### src/rtl/debounce_pkg.sv
// debounce_pkg: per-channel FSM state encoding and default timing constants
// shared by debounce_bank and debounce_channel.
package debounce_pkg;

    typedef enum logic [1:0] {
        STABLE_LO = 2'b00,
        WAIT_HI   = 2'b01,
        STABLE_HI = 2'b10,
        WAIT_LO   = 2'b11
    } state_t;

    localparam int unsigned DEFAULT_CYCLES      = 10_000_000;
    localparam int unsigned DEFAULT_HOLD_CYCLES = 100_000_000;

    // Stable state that matches a given accepted level.
    function automatic state_t stable_state(input logic level);
        return level ? STABLE_HI : STABLE_LO;
    endfunction

endpackage

### src/rtl/debounce_channel.sv
// debounce_channel: one debounced input -- two-flop synchroniser, four-state
// stability FSM with a saturating-free bounded counter, registered edge pulses.
// Optional long-press detection is built only when DEBOUNCE_LONG_PRESS_EN is defined.
module debounce_channel
    import debounce_pkg::*;
#(
    parameter int unsigned CYCLES        = DEFAULT_CYCLES,
    parameter int unsigned COUNTER_WIDTH = 32,
    parameter logic        RESET_VALUE   = 1'b0,
    parameter int unsigned HOLD_CYCLES   = DEFAULT_HOLD_CYCLES
) (
    input  logic clk,
    input  logic rstb,
    input  logic bouncy,
    output logic debounced,
    output logic rise,
    output logic fall,
    output logic long_press
);

    localparam logic [COUNTER_WIDTH-1:0] CNT_MAX = COUNTER_WIDTH'(CYCLES);
    localparam logic [COUNTER_WIDTH-1:0] CNT_ONE = COUNTER_WIDTH'(1);

    logic                     sync_q1, sync_q2;
    state_t                   state_q, state_d;
    logic [COUNTER_WIDTH-1:0] cnt_q, cnt_d;
    logic                     deb_q, deb_d;
    logic                     rise_q, rise_d;
    logic                     fall_q, fall_d;

    // Two-flop synchroniser for the raw asynchronous input.
    always_ff @(posedge clk or negedge rstb) begin
        if (!rstb) begin
            sync_q1 <= RESET_VALUE;
            sync_q2 <= RESET_VALUE;
        end else begin
            sync_q1 <= bouncy;
            sync_q2 <= sync_q1;
        end
    end

    // FSM, stability counter, accepted level and edge pulse registers.
    always_ff @(posedge clk or negedge rstb) begin
        if (!rstb) begin
            state_q <= stable_state(RESET_VALUE);
            cnt_q   <= '0;
            deb_q   <= RESET_VALUE;
            rise_q  <= 1'b0;
            fall_q  <= 1'b0;
        end else begin
            state_q <= state_d;
            cnt_q   <= cnt_d;
            deb_q   <= deb_d;
            rise_q  <= rise_d;
            fall_q  <= fall_d;
        end
    end

    // Next state: a mismatch must persist through CYCLES+1 consecutive samples.
    always_comb begin
        state_d = state_q;
        cnt_d   = cnt_q;
        deb_d   = deb_q;
        rise_d  = 1'b0;
        fall_d  = 1'b0;
        unique case (state_q)
            STABLE_LO: begin
                if (sync_q2) begin
                    state_d = WAIT_HI;
                    cnt_d   = CNT_ONE;
                end
            end
            WAIT_HI: begin
                if (!sync_q2) begin
                    state_d = STABLE_LO;
                    cnt_d   = '0;
                end else if (cnt_q == CNT_MAX) begin
                    state_d = STABLE_HI;
                    cnt_d   = '0;
                    deb_d   = 1'b1;
                    rise_d  = 1'b1;
                end else begin
                    cnt_d = cnt_q + CNT_ONE;
                end
            end
            STABLE_HI: begin
                if (!sync_q2) begin
                    state_d = WAIT_LO;
                    cnt_d   = CNT_ONE;
                end
            end
            WAIT_LO: begin
                if (sync_q2) begin
                    state_d = STABLE_HI;
                    cnt_d   = '0;
                end else if (cnt_q == CNT_MAX) begin
                    state_d = STABLE_LO;
                    cnt_d   = '0;
                    deb_d   = 1'b0;
                    fall_d  = 1'b1;
                end else begin
                    cnt_d = cnt_q + CNT_ONE;
                end
            end
        endcase
    end

    assign debounced = deb_q;
    assign rise      = rise_q;
    assign fall      = fall_q;

`ifdef DEBOUNCE_LONG_PRESS_EN
    localparam int unsigned          HOLD_WIDTH = $clog2(HOLD_CYCLES + 1);
    localparam logic [HOLD_WIDTH-1:0] HOLD_MAX  = HOLD_WIDTH'(HOLD_CYCLES);

    logic [HOLD_WIDTH-1:0] hold_q, hold_d;
    logic                  long_d;

    // Hold counter follows the next accepted level so the pulse lands on pressed cycle HOLD_CYCLES.
    always_comb begin
        hold_d = '0;
        long_d = 1'b0;
        if (deb_d != RESET_VALUE) begin
            hold_d = (hold_q == HOLD_MAX) ? hold_q : hold_q + HOLD_WIDTH'(1);
            long_d = (hold_d == HOLD_MAX) && (hold_q != HOLD_MAX);
        end
    end

    // Hold counter and long-press pulse registers.
    always_ff @(posedge clk or negedge rstb) begin
        if (!rstb) begin
            hold_q     <= '0;
            long_press <= 1'b0;
        end else begin
            hold_q     <= hold_d;
            long_press <= long_d;
        end
    end
`else
    assign long_press = 1'b0;
`endif

endmodule

### src/rtl/debounce_bank.sv
// debounce_bank: N_CH independent debounced inputs with rise/fall pulses.
// Long-press pulses are produced only when DEBOUNCE_LONG_PRESS_EN is defined;
// otherwise long_press is tied low.
module debounce_bank
    import debounce_pkg::*;
#(
    parameter int unsigned N_CH          = 8,
    parameter int unsigned CYCLES        = DEFAULT_CYCLES,
    parameter int unsigned COUNTER_WIDTH = 32,
    parameter logic        RESET_VALUE   = 1'b0,
    parameter int unsigned HOLD_CYCLES   = DEFAULT_HOLD_CYCLES
) (
    input  logic            clk,
    input  logic            rstb,
    input  logic [N_CH-1:0] bouncy,
    output logic [N_CH-1:0] debounced,
    output logic [N_CH-1:0] rise,
    output logic [N_CH-1:0] fall,
    output logic [N_CH-1:0] long_press
);

    if (N_CH < 1 || N_CH > 32) begin : g_bad_n_ch
        $error("debounce_bank: N_CH must be in 1..32");
    end
    if (CYCLES < 1) begin : g_bad_cycles
        $error("debounce_bank: CYCLES must be at least 1");
    end
    if (COUNTER_WIDTH < 1 ||
        (COUNTER_WIDTH < 32 && CYCLES > ((32'd1 << COUNTER_WIDTH) - 32'd1))) begin : g_bad_width
        $error("debounce_bank: CYCLES does not fit in COUNTER_WIDTH bits");
    end

    for (genvar i = 0; i < N_CH; i++) begin : g_ch
        debounce_channel #(
            .CYCLES        (CYCLES),
            .COUNTER_WIDTH (COUNTER_WIDTH),
            .RESET_VALUE   (RESET_VALUE),
            .HOLD_CYCLES   (HOLD_CYCLES)
        ) u_ch (
            .clk        (clk),
            .rstb       (rstb),
            .bouncy     (bouncy[i]),
            .debounced  (debounced[i]),
            .rise       (rise[i]),
            .fall       (fall[i]),
            .long_press (long_press[i])
        );
    end

endmodule

### config.mk
export PLATFORM = sky130hd
export DESIGN_NAME = debounce_bank
export DESIGN_NICKNAME = d
export VERILOG_FILES = /design/src/rtl/debounce_pkg.sv /design/src/rtl/debounce_channel.sv /design/src/rtl/debounce_bank.sv
export SDC_FILE = /design/constraint.sdc
export NUM_CORES = 1
export LEC_CHECK = 0
export ABC_AREA = 1
export BUFFER_PORTS_ARGS = -buffer_cell sky130_fd_sc_hd__buf_2
export CAP_MARGIN = 20
export CELL_PAD_IN_SITES_DETAIL_PLACEMENT = 0
export CELL_PAD_IN_SITES_GLOBAL_PLACEMENT = 2
export CORE_UTILIZATION = 33
export CTS_CLUSTER_SIZE = 25
export DETAILED_ROUTE_END_ITERATION = 8
export PLACE_DENSITY = 0.83
export SKIP_LAST_GASP = 1
export SYNTH_ARGS = -nofsm -noshare
export SYNTH_HDL_FRONTEND = slang
export SYNTH_SLANG_ARGS = --single-unit
### constraint.sdc
create_clock -name clk -period 1.7 [get_ports clk]
set_input_delay 0.17 -clock clk [delete_from_list [all_inputs] [get_ports clk]]
set_output_delay 0.17 -clock clk [all_outputs]
set_load 0.05 [all_outputs]
==> run_results.csv <==
group,metric,value,unit
global_route,overflow,0,
critical_path,max_stage_delay,0.44,ns
finish,area_growth,27.85,%
global_route,track_usage,18.76,%
min_path,hp-class,"primary input to asynchronous set/reset pin",
global_route,antenna_found_initial,0,
critical_path,arrival,2.17,ns
logic_synthesis,synth_cell_type_count,44,
logic_synthesis,ys_seq_area_share,39.07,%
finish,drive_above_1_share,21.55,%
route,antenna_left,0,
power_and_ir_drop,power_leakage,11.41,nW
cts,clk_transition_reported_paths,0.06,ns
global_route,grt_pass1_vias,18940,
floorplan,initial_core_util,33.60,%
cts,clk_path_buf_depth,3,
timing,finClkSkew,0.03384,ns
logic_synthesis,synth.top_cell.area_share,39.07,%
power_and_ir_drop,peakVddDrop,722.8,uV
logic_synthesis,yosys.area.top_type,"dfrtp_1",
cts,clock-sinks,312,
power_and_ir_drop,p_per_area,725.7,mW/mm^2
finish,instances_no_fill,4091,
critical_path,cp_max_fo,5,
timing,max_freq,0.5909,GHz
critical_path,crit_chain,"inv_2, ha_4, nand2_2, nor2_2, nand3_2, nor2_4, nand2_4, nand2_8, buf_6, nor2_2, nand2_1, nand2_1",
critical_path,path_class,"register to register",
floorplan,die_w,248.1,um
route,vias_per_cell,4.828,
placement,port_buffers,33,
cts,cts_tree,"built",
cts,cts_inserted_buffers,41,
placement,dp.cells,3945,
critical_path,cp_data_required_time,2.18,ns
floorplan,ios,42,
route,vias,19750,
placement,gp_congestion,0.8633,
floorplan,die_area,0.06154,mm^2
logic_synthesis,syn_area,0.01998,mm^2
timing,final_hold_viol_count,0,
timing,period_needed,1.692,ns
cts,clock_latency,0.59,ns
power_and_ir_drop,p_switching,4.906,mW
floorplan,row_count,89,
logic_synthesis,synth.most_common_cell,"nand2_1",
route,drc,0,
timing,slew_viol_final,0,
route,drt-pass1-iter-count,5,
power_and_ir_drop,seq_power_share,41.6,%
finish,diodes,0,
critical_path,cp-start-kind,"register",
power_and_ir_drop,internal_power,13.63,mW
cts,root_buffer,"clkbuf_16",
finish,final_util,42.96,%
timing,setup_viol,0,
placement,place_hpwl,42210,um
timing,grt_setup_unrepaired,"true",
critical_path,end_kind,"register",
route,wl_per_cell,14.26,um
global_route,grt_max_degree,66,
route,wirelength,58340,um
cts,h-tree-depth,2,
logic_synthesis,synth_edf_count,0,
finish,finalNetCount,3314,
status,status,"finished clean",
route,drt_first_iter_violations,1061,
floorplan,core_area,0.05946,mm^2
run,cap_violations,0,
logic_synthesis,async_flop_share,100.0,%
logic_synthesis,avgSynthCellArea,6.723,um^2
floorplan,die_h,248.1,um
power_and_ir_drop,p_comb_share,10.7,%
critical_path,crit_path_top_delay_cell,"dfrtp_2",
logic_synthesis,ys_seq_elements,312,
timing,finalCritPeriodShare,99.55,%
power_and_ir_drop,power.clock.fraction,47.8,%
logic_synthesis,synth_flop_cell,"dfrtp_1",
timing,setup_tns,0,ns
logic_synthesis,yosys-top-cells-area,"dfrtp_1 (39%), nand2_1 (17%), nor2_1 (8.8%)",
logic_synthesis,syn_inst,2972,
global_route,grt_pass1_wl,94670,um
logic_synthesis,synthTopCellsByCount,"nand2_1 (885), nor2_1 (468), inv_1 (350)",
power_and_ir_drop,p_sw_share,26.46,%
logic_synthesis,yosys_warnings,0,
routing by layer:
| layer | global-route usage (%) | up-vias | wire (um) |
|---|---|---|---|
| li1 | - | 10090 | - |
| met1 | 25.61 | 9265 | 27870 |
| met2 | 31.35 | 317 | 27350 |
| met3 | 2.155 | 75 | 2013 |
| met4 | 4.836 | 0 | 1110 |
| met5 | 0 | - | 0 |
what timing repair did:
item / in CTS / in global routing
pin swaps: 4 / 90
hold endpoints to repair: 320 / 0
hold buffers: 9 / 0
buffers inserted: 5 / 50
gates resized for setup: 9 / 277
setup endpoints to repair: 62 / 260
gates cloned: 1 / 9
logic make-up after synthesis:
| family | synth area share [%] |
|---|---|
| xor+xnor | 2.455 |
| flops | 39.07 |
| simple gates | 41.01 |
| compound gates | 6.963 |
| buf+inv | 9.480 |
| other cells | 0.01877 |
| fa+ha+maj | 1.002 |
final timing paths:
check | startpoint | end | slack, ns | cells after the start
worst max-delay path | g_ch[6].u_ch.cnt_q[0] | g_ch[6].u_ch.cnt_q[12] | 0.008 | 12
worst min-delay path | rstb | g_ch[3].u_ch.cnt_q[29] | 0.08 | 2
worst max register to register | g_ch[6].u_ch.cnt_q[0] | g_ch[6].u_ch.cnt_q[12] | 0.008 | 12
worst min register to register | g_ch[1].u_ch.sync_q1 | g_ch[1].u_ch.sync_q2 | 0.35 | 0
max in group asynchronous | rstb | g_ch[7].u_ch.cnt_q[25] | 0.93 | 3
min in group clk | bouncy[7] | g_ch[7].u_ch.sync_q1 | 0.23 | 2
registers in the layout (all words and copies together) (netlist names), named ones only:
| name | cells |
|---|---|
| g_ch.u_ch.cnt_q | 256 |
| g_ch.u_ch.debounced | 8 |
| g_ch.u_ch.fall | 8 |
| g_ch.u_ch.rise | 8 |
| g_ch.u_ch.state_q | 8 |
| g_ch.u_ch.sync_q1 | 8 |
| g_ch.u_ch.sync_q2 | 8 |
power by group through the flow:
stage	logic, mW	clock network [mW]	registers, mW
after floorplan	0.904	0	7.80
after global placement	1.51	0	7.81
after detailed placement	1.51	0	7.83
after CTS	1.56	9.20	7.70
after global routing	2.20	9.47	7.73
final	1.97	8.85	7.71
area by class of cell:
type / count / area (um^2)
clock inverter: 19 / 226.5
fill: 6186 / 33920
inverter: 380 / 1459
timing repair inverter: 2 / 17.52
sequential: 312 / 7825
tap: 773 / 967.2
timing repair buffer: 328 / 2695
multi-input combinational: 2223 / 11220
clock buffer: 54 / 1135
worst max-delay path: cells and delay by family, from the launching register on:
| family | cells | cell delay (ns) |
|---|---|---|
| adders and majority gates | 1 | 0.13 |
| buffers and inverters | 2 | 0.23 |
| DFF | 1 | 0.44 |
| and+or+nand+nor | 9 | 0.79 |
metrics by stage:
stage | power, mW | setup slack [ns] | cell area [um^2] | hold slack [ns]
final | 18.54 | 0.007702 | 25550 | 0.08212
after global routing | 19.40 | -0.1121 | 25550 | 0.09301
after CTS | 18.46 | -0.006352 | 24060 | 0.05460
after detailed placement | 9.343 | -0.05863 | 22520 | 0.07689
after global placement | 9.323 | -0.02727 | 22520 | 0.08450
after floorplan | 8.703 | 0.1501 | 20010 | -0.1256
placed cells by master, fill, tap and decap left out, types with 32 or more instances in the layout:
master / count
o21ai_0: 81
inv_1: 327
o21ai_1: 55
buf_2: 32
nand2_2: 35
buf_4: 255
nand4_1: 92
nor2_1: 401
xor2_1: 45
nor2_2: 82
nand2_1: 857
o22ai_1: 40
inv_2: 46
dfrtp_1: 298
nor2_4: 45
nor3_1: 48
clkbuf_16: 44
nand3_1: 235
a21oi_1: 50
Note: power is estimated with default switching activity, not from simulation.
